==> src/rtl/ctrl_pkg.sv <==
// ctrl_pkg: opcode, ALUop, forwarding-select encodings and the bubble constant shared by the control pipeline
package ctrl_pkg;
  localparam logic [6:0] OP_R      = 7'b0110011;
  localparam logic [6:0] OP_LOAD   = 7'b0000011;
  localparam logic [6:0] OP_OPIMM  = 7'b0010011;
  localparam logic [6:0] OP_STORE  = 7'b0100011;
  localparam logic [6:0] OP_BRANCH = 7'b1100011;
  localparam logic [6:0] OP_JAL    = 7'b1101111;
  localparam logic [1:0] ALUOP_ADD   = 2'b00;
  localparam logic [1:0] ALUOP_CMP   = 2'b01;
  localparam logic [1:0] ALUOP_FUNCT = 2'b10;
  localparam logic [1:0] FWD_RF  = 2'b00;
  localparam logic [1:0] FWD_WB  = 2'b01;
  localparam logic [1:0] FWD_MEM = 2'b10;
  typedef struct packed {
    logic       valid;
    logic [1:0] aluop;
    logic       alusrc;
    logic       branch;
    logic       jump;
    logic       memread;
    logic       memwrite;
    logic       memtoreg;
    logic       regwrite;
  } ctrl_t;
  localparam ctrl_t BUBBLE = '0;
endpackage

==> src/rtl/hazard_fwd_unit.sv <==
// hazard_fwd_unit: combinational stall and operand-forwarding select; scheme chosen by CTRL_PIPE_FORWARDING_EN
module hazard_fwd_unit
  import ctrl_pkg::*;
#(
  parameter int REG_AW = 5
) (
  input  logic              id_valid,
  input  logic              id_use_rs1,
  input  logic              id_use_rs2,
  input  logic [REG_AW-1:0] id_rs1,
  input  logic [REG_AW-1:0] id_rs2,
  input  logic              redir,
  input  logic              ex_valid,
  input  logic              ex_memread,
  input  logic              ex_regwrite,
  input  logic [REG_AW-1:0] ex_rd,
  input  logic [REG_AW-1:0] ex_rs1,
  input  logic [REG_AW-1:0] ex_rs2,
  input  logic              mem_valid,
  input  logic              mem_regwrite,
  input  logic [REG_AW-1:0] mem_rd,
  input  logic              wb_valid,
  input  logic              wb_regwrite,
  input  logic [REG_AW-1:0] wb_rd,
  output logic              stall_o,
  output logic [1:0]        fwd_a,
  output logic [1:0]        fwd_b
);
  function automatic logic hit(input logic v, input logic w, input logic [REG_AW-1:0] rd);
    return id_valid & v & w & (rd != '0) & ((id_use_rs1 & (id_rs1 == rd)) | (id_use_rs2 & (id_rs2 == rd)));
  endfunction
`ifdef CTRL_PIPE_FORWARDING_EN
  function automatic logic [1:0] src(input logic [REG_AW-1:0] rs);
    return (mem_valid & mem_regwrite & (mem_rd != '0) & (mem_rd == rs)) ? FWD_MEM :
           (wb_valid & wb_regwrite & (wb_rd != '0) & (wb_rd == rs)) ? FWD_WB : FWD_RF;
  endfunction
  logic unused_fwd;
  assign unused_fwd = ex_regwrite;
  assign stall_o = !redir & hit(ex_valid, ex_memread, ex_rd);
  assign fwd_a = src(ex_rs1);
  assign fwd_b = src(ex_rs2);
`else
  logic unused_nofwd;
  assign unused_nofwd = ^{ex_memread, ex_rs1, ex_rs2, wb_valid, wb_regwrite, wb_rd};
  assign stall_o = !redir & (hit(ex_valid, ex_regwrite, ex_rd) | hit(mem_valid, mem_regwrite, mem_rd));
  assign fwd_a = FWD_RF;
  assign fwd_b = FWD_RF;
`endif
endmodule

==> src/rtl/ctrl_pipeline.sv <==
// ctrl_pipeline: ID/EX, EX/MEM, MEM/WB control registers with hazard stall, redirect flush and forwarding selects (CTRL_PIPE_FORWARDING_EN enables forwarding)
module ctrl_pipeline
  import ctrl_pkg::*;
#(
  parameter int REG_AW = 5
) (
  input  logic              clk,
  input  logic              rst_n,
  input  logic              id_valid,
  input  logic [1:0]        id_aluop,
  input  logic              id_alusrc,
  input  logic              id_branch,
  input  logic              id_jump,
  input  logic              id_memread,
  input  logic              id_memwrite,
  input  logic              id_memtoreg,
  input  logic              id_regwrite,
  input  logic [REG_AW-1:0] id_rs1,
  input  logic [REG_AW-1:0] id_rs2,
  input  logic [REG_AW-1:0] id_rd,
  input  logic              id_use_rs1,
  input  logic              id_use_rs2,
  input  logic              ex_redirect,
  output logic              stall_o,
  output logic              flush_ifid,
  output logic              ex_valid,
  output logic [1:0]        ex_aluop,
  output logic              ex_alusrc,
  output logic              ex_branch,
  output logic              ex_jump,
  output logic              ex_memread,
  output logic              ex_memwrite,
  output logic              ex_memtoreg,
  output logic              ex_regwrite,
  output logic [REG_AW-1:0] ex_rd,
  output logic              mem_valid,
  output logic              mem_memread,
  output logic              mem_memwrite,
  output logic              mem_memtoreg,
  output logic              mem_regwrite,
  output logic [REG_AW-1:0] mem_rd,
  output logic              wb_valid,
  output logic              wb_memtoreg,
  output logic              wb_regwrite,
  output logic [REG_AW-1:0] wb_rd,
  output logic [1:0]        fwd_a,
  output logic [1:0]        fwd_b
);
  ctrl_t id_c, ex_c;
  logic [REG_AW-1:0] ex_rs1, ex_rs2;
  logic redir, take;
  assign redir = ex_redirect & ex_valid;
  assign flush_ifid = redir;
  assign take = id_valid & !stall_o & !redir;
  assign id_c = {1'b1, id_aluop, id_alusrc, id_branch, id_jump, id_memread, id_memwrite, id_memtoreg, id_regwrite};
  assign {ex_valid, ex_aluop, ex_alusrc, ex_branch, ex_jump, ex_memread, ex_memwrite, ex_memtoreg, ex_regwrite} = ex_c;
  // ID/EX: accept the ID instruction, or insert a bubble on stall, redirect or empty ID
  always_ff @(posedge clk or negedge rst_n)
    if (!rst_n) begin
      ex_c   <= BUBBLE;
      ex_rd  <= '0;
      ex_rs1 <= '0;
      ex_rs2 <= '0;
    end else begin
      ex_c   <= take ? id_c : BUBBLE;
      ex_rd  <= take ? id_rd : '0;
      ex_rs1 <= (take & id_use_rs1) ? id_rs1 : '0;
      ex_rs2 <= (take & id_use_rs2) ? id_rs2 : '0;
    end
  // EX/MEM and MEM/WB: advance every cycle, no back-pressure
  always_ff @(posedge clk or negedge rst_n)
    if (!rst_n) begin
      mem_valid    <= 1'b0;
      mem_memread  <= 1'b0;
      mem_memwrite <= 1'b0;
      mem_memtoreg <= 1'b0;
      mem_regwrite <= 1'b0;
      mem_rd       <= '0;
      wb_valid     <= 1'b0;
      wb_memtoreg  <= 1'b0;
      wb_regwrite  <= 1'b0;
      wb_rd        <= '0;
    end else begin
      mem_valid    <= ex_valid;
      mem_memread  <= ex_memread;
      mem_memwrite <= ex_memwrite;
      mem_memtoreg <= ex_memtoreg;
      mem_regwrite <= ex_regwrite;
      mem_rd       <= ex_rd;
      wb_valid     <= mem_valid;
      wb_memtoreg  <= mem_memtoreg;
      wb_regwrite  <= mem_regwrite;
      wb_rd        <= mem_rd;
    end
  hazard_fwd_unit #(.REG_AW(REG_AW)) u_hfu (
    .id_valid     (id_valid),
    .id_use_rs1   (id_use_rs1),
    .id_use_rs2   (id_use_rs2),
    .id_rs1       (id_rs1),
    .id_rs2       (id_rs2),
    .redir        (redir),
    .ex_valid     (ex_valid),
    .ex_memread   (ex_memread),
    .ex_regwrite  (ex_regwrite),
    .ex_rd        (ex_rd),
    .ex_rs1       (ex_rs1),
    .ex_rs2       (ex_rs2),
    .mem_valid    (mem_valid),
    .mem_regwrite (mem_regwrite),
    .mem_rd       (mem_rd),
    .wb_valid     (wb_valid),
    .wb_regwrite  (wb_regwrite),
    .wb_rd        (wb_rd),
    .stall_o      (stall_o),
    .fwd_a        (fwd_a),
    .fwd_b        (fwd_b)
  );
endmodule
==> config.mk <==
export PLATFORM = sky130hd
export DESIGN_NAME = ctrl_pipeline
export DESIGN_NICKNAME = d
export VERILOG_FILES = /design/src/rtl/ctrl_pkg.sv /design/src/rtl/hazard_fwd_unit.sv /design/src/rtl/ctrl_pipeline.sv
export SDC_FILE = /design/constraint.sdc
export NUM_CORES = 1
export LEC_CHECK = 0
export BUFFER_PORTS_ARGS = -buffer_cell sky130_fd_sc_hd__buf_2
export CAP_MARGIN = 10
export CORE_MARGIN = 5
export CORE_UTILIZATION = 35
export CTS_BUF_LIST = sky130_fd_sc_hd__clkbuf_8
export DETAILED_ROUTE_END_ITERATION = 8
export GPL_TIMING_DRIVEN = 0
export SLEW_MARGIN = 20
export SYNTH_ARGS = -nofsm -noshare
export SYNTH_HDL_FRONTEND = slang
export SYNTH_HIERARCHICAL = 1
export SYNTH_SLANG_ARGS = --single-unit
==> constraint.sdc <==
create_clock -name clk -period 1.7 [get_ports clk]
set_input_delay 0.17 -clock clk [delete_from_list [all_inputs] [get_ports clk]]
set_output_delay 0.17 -clock clk [all_outputs]
set_load 0.005 [all_outputs]
* Word level (Yosys, flattened, before mapping)
Cells that the tools add are included.
** Storage, ports and cells
- Flip-flop bits (word level) :: 33
- Latch bits :: 0
- Output and inout bits :: 39
- RAM bits :: 0
- Logic and storage cells :: 49
- ROM bits :: 0
- Memories :: 0
- Input port bits :: 30
** Cells by class
- Multiplexer cells :: 2
- Div/mod/pow operators :: 0
- Add/subtract/negate cells :: 0
- Bitwise operators :: 19
- Shift operators :: 0
- Equal/unequal tests :: 4
- Magnitude comparators :: 0
- Reductions and logical operators :: 4
- Multiply operators :: 0
** Operators with widths (number)
- $eq A5 B5 Y1 :: 4
- $and A1 B1 Y1 :: 16
- $mux W10 :: 1
- $reduce_bool A5 Y1 :: 2
- $mux W5 :: 1
- $or A1 B1 Y1 :: 3
- $logic_not A1 Y1 :: 2

* Depth between registers and ports, before layout
- Word-level depth :: 10
- Mapped depth :: 10
- Mapped depth without buffers :: 6

* Modules after synthesis
Netlist, hierarchy kept.
** By module, submodules not included
- ctrl_pipeline :: area an instance 1467.7 um^2, cells each 86, times used 1
- hazard_fwd_unit :: area an instance 309.0 um^2, cells each 39, times used 1

* Worst setup path before layout
No wires, ideal clock.
- Path kind :: register -> register
- From :: register mem_rd[1]
- To :: register, netlist name ex_rs1[0]
- Buffers on the path :: 2
- Setup slack :: -0.176 ns
- Required time :: 1.620 ns
- Library setup time :: 0.080 ns
- Arrival :: 1.797 ns
- Stages on the path, launching flop included :: 8
- Cells stage by stage :: dfrtp_1 -> or4_1 -> o2111ai_1 -> o22ai_1 -> nand2b_1 -> buf_2 -> buf_6 -> nor3_4
** RTL lines
- start: declaration :: RTL line ctrl_pipeline.sv:41 : output logic [REG_AW-1:0] mem_rd,
- start signal: assignment :: RTL line ctrl_pipeline.sv:89 : mem_rd <= ex_rd;

* Worst setup path in the final report
- From :: register ex_c, in the netlist ex_valid
- To :: output port stall_o
** On the way
- Word-level cells in the longest chain between the ends :: 6
- Elaborated cells on any way between the ends :: 8
- Classes of those cells :: bitwise: 7; reduce/logical: 1
** RTL lines
- start: declaration :: RTL line ctrl_pipeline.sv:49 : ctrl_t id_c, ex_c;
- start signal: assignment :: RTL line ctrl_pipeline.sv:65 : ex_c <= take ? id_c : BUBBLE;
- $and A1 B1 Y1 (4 in series) :: RTL line hazard_fwd_unit.sv:30 : return id_valid & v & w & (rd != '0) & ((id_use_rs1 & (id_rs1 == rd)) | (id_use_rs2 & (id_rs2 == rd)));
- $or A1 B1 Y1 :: RTL line hazard_fwd_unit.sv:45 : assign stall_o = !redir & (hit(ex_valid, ex_regwrite, ex_rd) | hit(mem_valid, mem_regwrite, mem_rd));
- $and A1 B1 Y1 * :: RTL line hazard_fwd_unit.sv:45
- end: declaration :: RTL line ctrl_pipeline.sv:24 : output logic stall_o,
Every way passes the cells marked *; elsewhere a longest branch is shown, timed or not.

==> flow_summary.ini <==
[status]
run_status = finished with violations
violations = negative setup slack

[timing]
slew_viol_final = 0
grt_setup_unrepaired = yes
period_share = 1.13
fin_crit_ns = 1.91
slew_headroom = 0.519
achievable-frequency_mhz = 522
worst_clock_skew_ns = 0.00598
fin_tns_setup_ns = -2.77
worstMarginPinSlew_ns = 0.721
post-route-worst-setup-slack_ns = -0.214
setup_violations = 16
timing_hold_violations_final = 0

[grt]
grt_start_max_net_pins = 34
grt_pass1_wl_um = 5280
grt_antenna_before_repair = 0
grt_overflow_total = 0
global_route.usage.total = 0.132
number_of_global_route_vias_before_repair = 1098

[drt]
first_pass_iters = 4
route.detailed.drc = 0
routed-via-count = 1048
detail_route.wirelength_um = 3440
routed_wire_length_per_instance_um = 14.6
via_per_inst = 4.46
drt_iter0_drc = 66
post_route_ant_nets = 0

[yosys]
synth_area_um2 = 1380
synthesis.yosys.warnings = 6
synth.avg_cell_area_um2 = 14.6
syn-instance-count = 95

[clock_tree]
cts.sinks = 33
root_driver = sky130_fd_sc_hd__clkbuf_8
cts_max_path_buffers = 2
cts_tree = built
numCtsBuffers = 5
htree_levels = 2
worst_setup_hold_path_clk_slew_ns = 0.07
clock_latency_ns = 0.28

[critical_path]
critical_setup_path_class = reg -> out
crit_path_top_delay_cell = sky130_fd_sc_hd__dfrtp_1
worstReg2RegStart = ex_rd[2]
crit_path_end_kind = output pin
critical_path_peak_fanout = 8
worstPathRequired_ns = 1.53
worstRegToRegCells = 6
critical_path_arrival_ns = 1.74
setup.worst_path.start_class = flip-flop
timing.critical_path.slowest_cell_delay_ns = 0.40
critical_path.startpoint = ex_valid
crit_path_cell_trace = and2_4, buf_6, buf_12, nor2b_2, o2111ai_2, o22ai_2, buf_2

[final_layout]
mostFrequentLayoutCells = sky130_fd_sc_hd__buf_2 (64), sky130_fd_sc_hd__dfrtp_1 (29), sky130_fd_sc_hd__buf_4 (17)
fillers = 331
nNetsFinal = 216
insertedDiodeCount = 0
area.growth.synth_to_final_pct = 54.0
finalInstanceArea_um2 = 2130
layout-drive-gt1-share = 0.668
multi_input_area_um2 = 529
register_area_um2 = 831
layout.cells.most_common = sky130_fd_sc_hd__buf_2

[floorplanning]
dieArea_um2 = 5310
vertical_die_dimension_um = 72.9
num_io_pins = 69
width_of_the_die_um = 72.9
start_util = 0.369
coreArea_um2 = 3740
rows = 22

[placed_design]
detailed_place_hpwl_um = 2380
gp_congestion = 0.878
port_buffers = 64
placement.cell_area_um2 = 1780

[hold_path]
hold_path.startpoint = id_jump
min_path_type = in -> reg
hold_path_depth = 2

[flow_run]
max_cap_violations = 0

[pwr]
total_power_mw = 1.80
irDropWorstVdd_mv = 0.618
leakage_nw = 1.12
p_per_area_nw_per_um2 = 844
layer usage:
| layer | global-route usage | up-vias | share of wire |
|---|---|---|---|
| li1 | - | 495 | - |
| met1 | 0.156 | 494 | 0.38 |
| met2 | 0.212 | 55 | 0.49 |
| met3 | 0.0620 | 4 | 0.12 |
| met4 | 0.0430 | 0 | 0.0099 |
| met5 | 0 | - | 0 |
report_power, final:
group / leakage, nW / internal, mW / switching (mW)
Clock: 0.0542 / 0.366 / 0.273
Combinational: 0.640 / 0.171 / 0.125
Sequential: 0.425 / 0.830 / 0.0324
Total: 1.12 / 1.37 / 0.431
worst paths after layout:
check                                     to  slack, ns
worst max-delay path                 stall_o      -0.21
worst max register to register   ex_aluop[0]      -0.20
worst min-delay path                 ex_jump       0.14
max in group asynchronous           ex_rd[2]       0.71
worst min register to register  mem_memtoreg       0.37
min in group asynchronous        wb_memtoreg       0.48
metrics by stage:
stage	instances	hold slack [ns]	util	setup slack, ns
detailed placement	210	0.273	0.477	-0.306
floorplan	98	-0.126	-	-0.155
finish	235	0.137	0.569	-0.214
global route	235	0.135	0.569	-0.289
CTS	230	0.128	0.539	-0.262
global placement	210	0.257	0.477	-0.294
flip-flops by register name, summed over array words and instances (netlist names), 2 cells and up:
signal	count
ex_rd	5
mem_rd	5
ex_aluop	2
wb_rd	5
repair_timing:
item / in CTS / in global routing
buffers inserted: 11 / 5
pin swaps: 2 / 9
hold buffers: 1 / 0
endpoints found under the hold margin: 33 / 0
cloned: 0 / 1
gates resized for setup: 8 / 12
setup endpoints to repair: 16 / 16
critical path, delay by kind of cell (launching register included):
kind | cells | cell delay (ns)
compound gates | 2 | 0.35
buf+inv | 3 | 0.41
flops | 1 | 0.40
simple gates | 2 | 0.30
cell type report:
cell class | count | area share
sequential | 33 | 0.390
multi-input combinational | 55 | 0.249
timing repair buffer | 82 | 0.233
buffer | 9 | 0.0529
clock buffer | 7 | 0.0452
tap | 48 | 0.0282
clock inverter | 1 | 0.00235
Note: power is estimated with default switching activity, not from simulation.
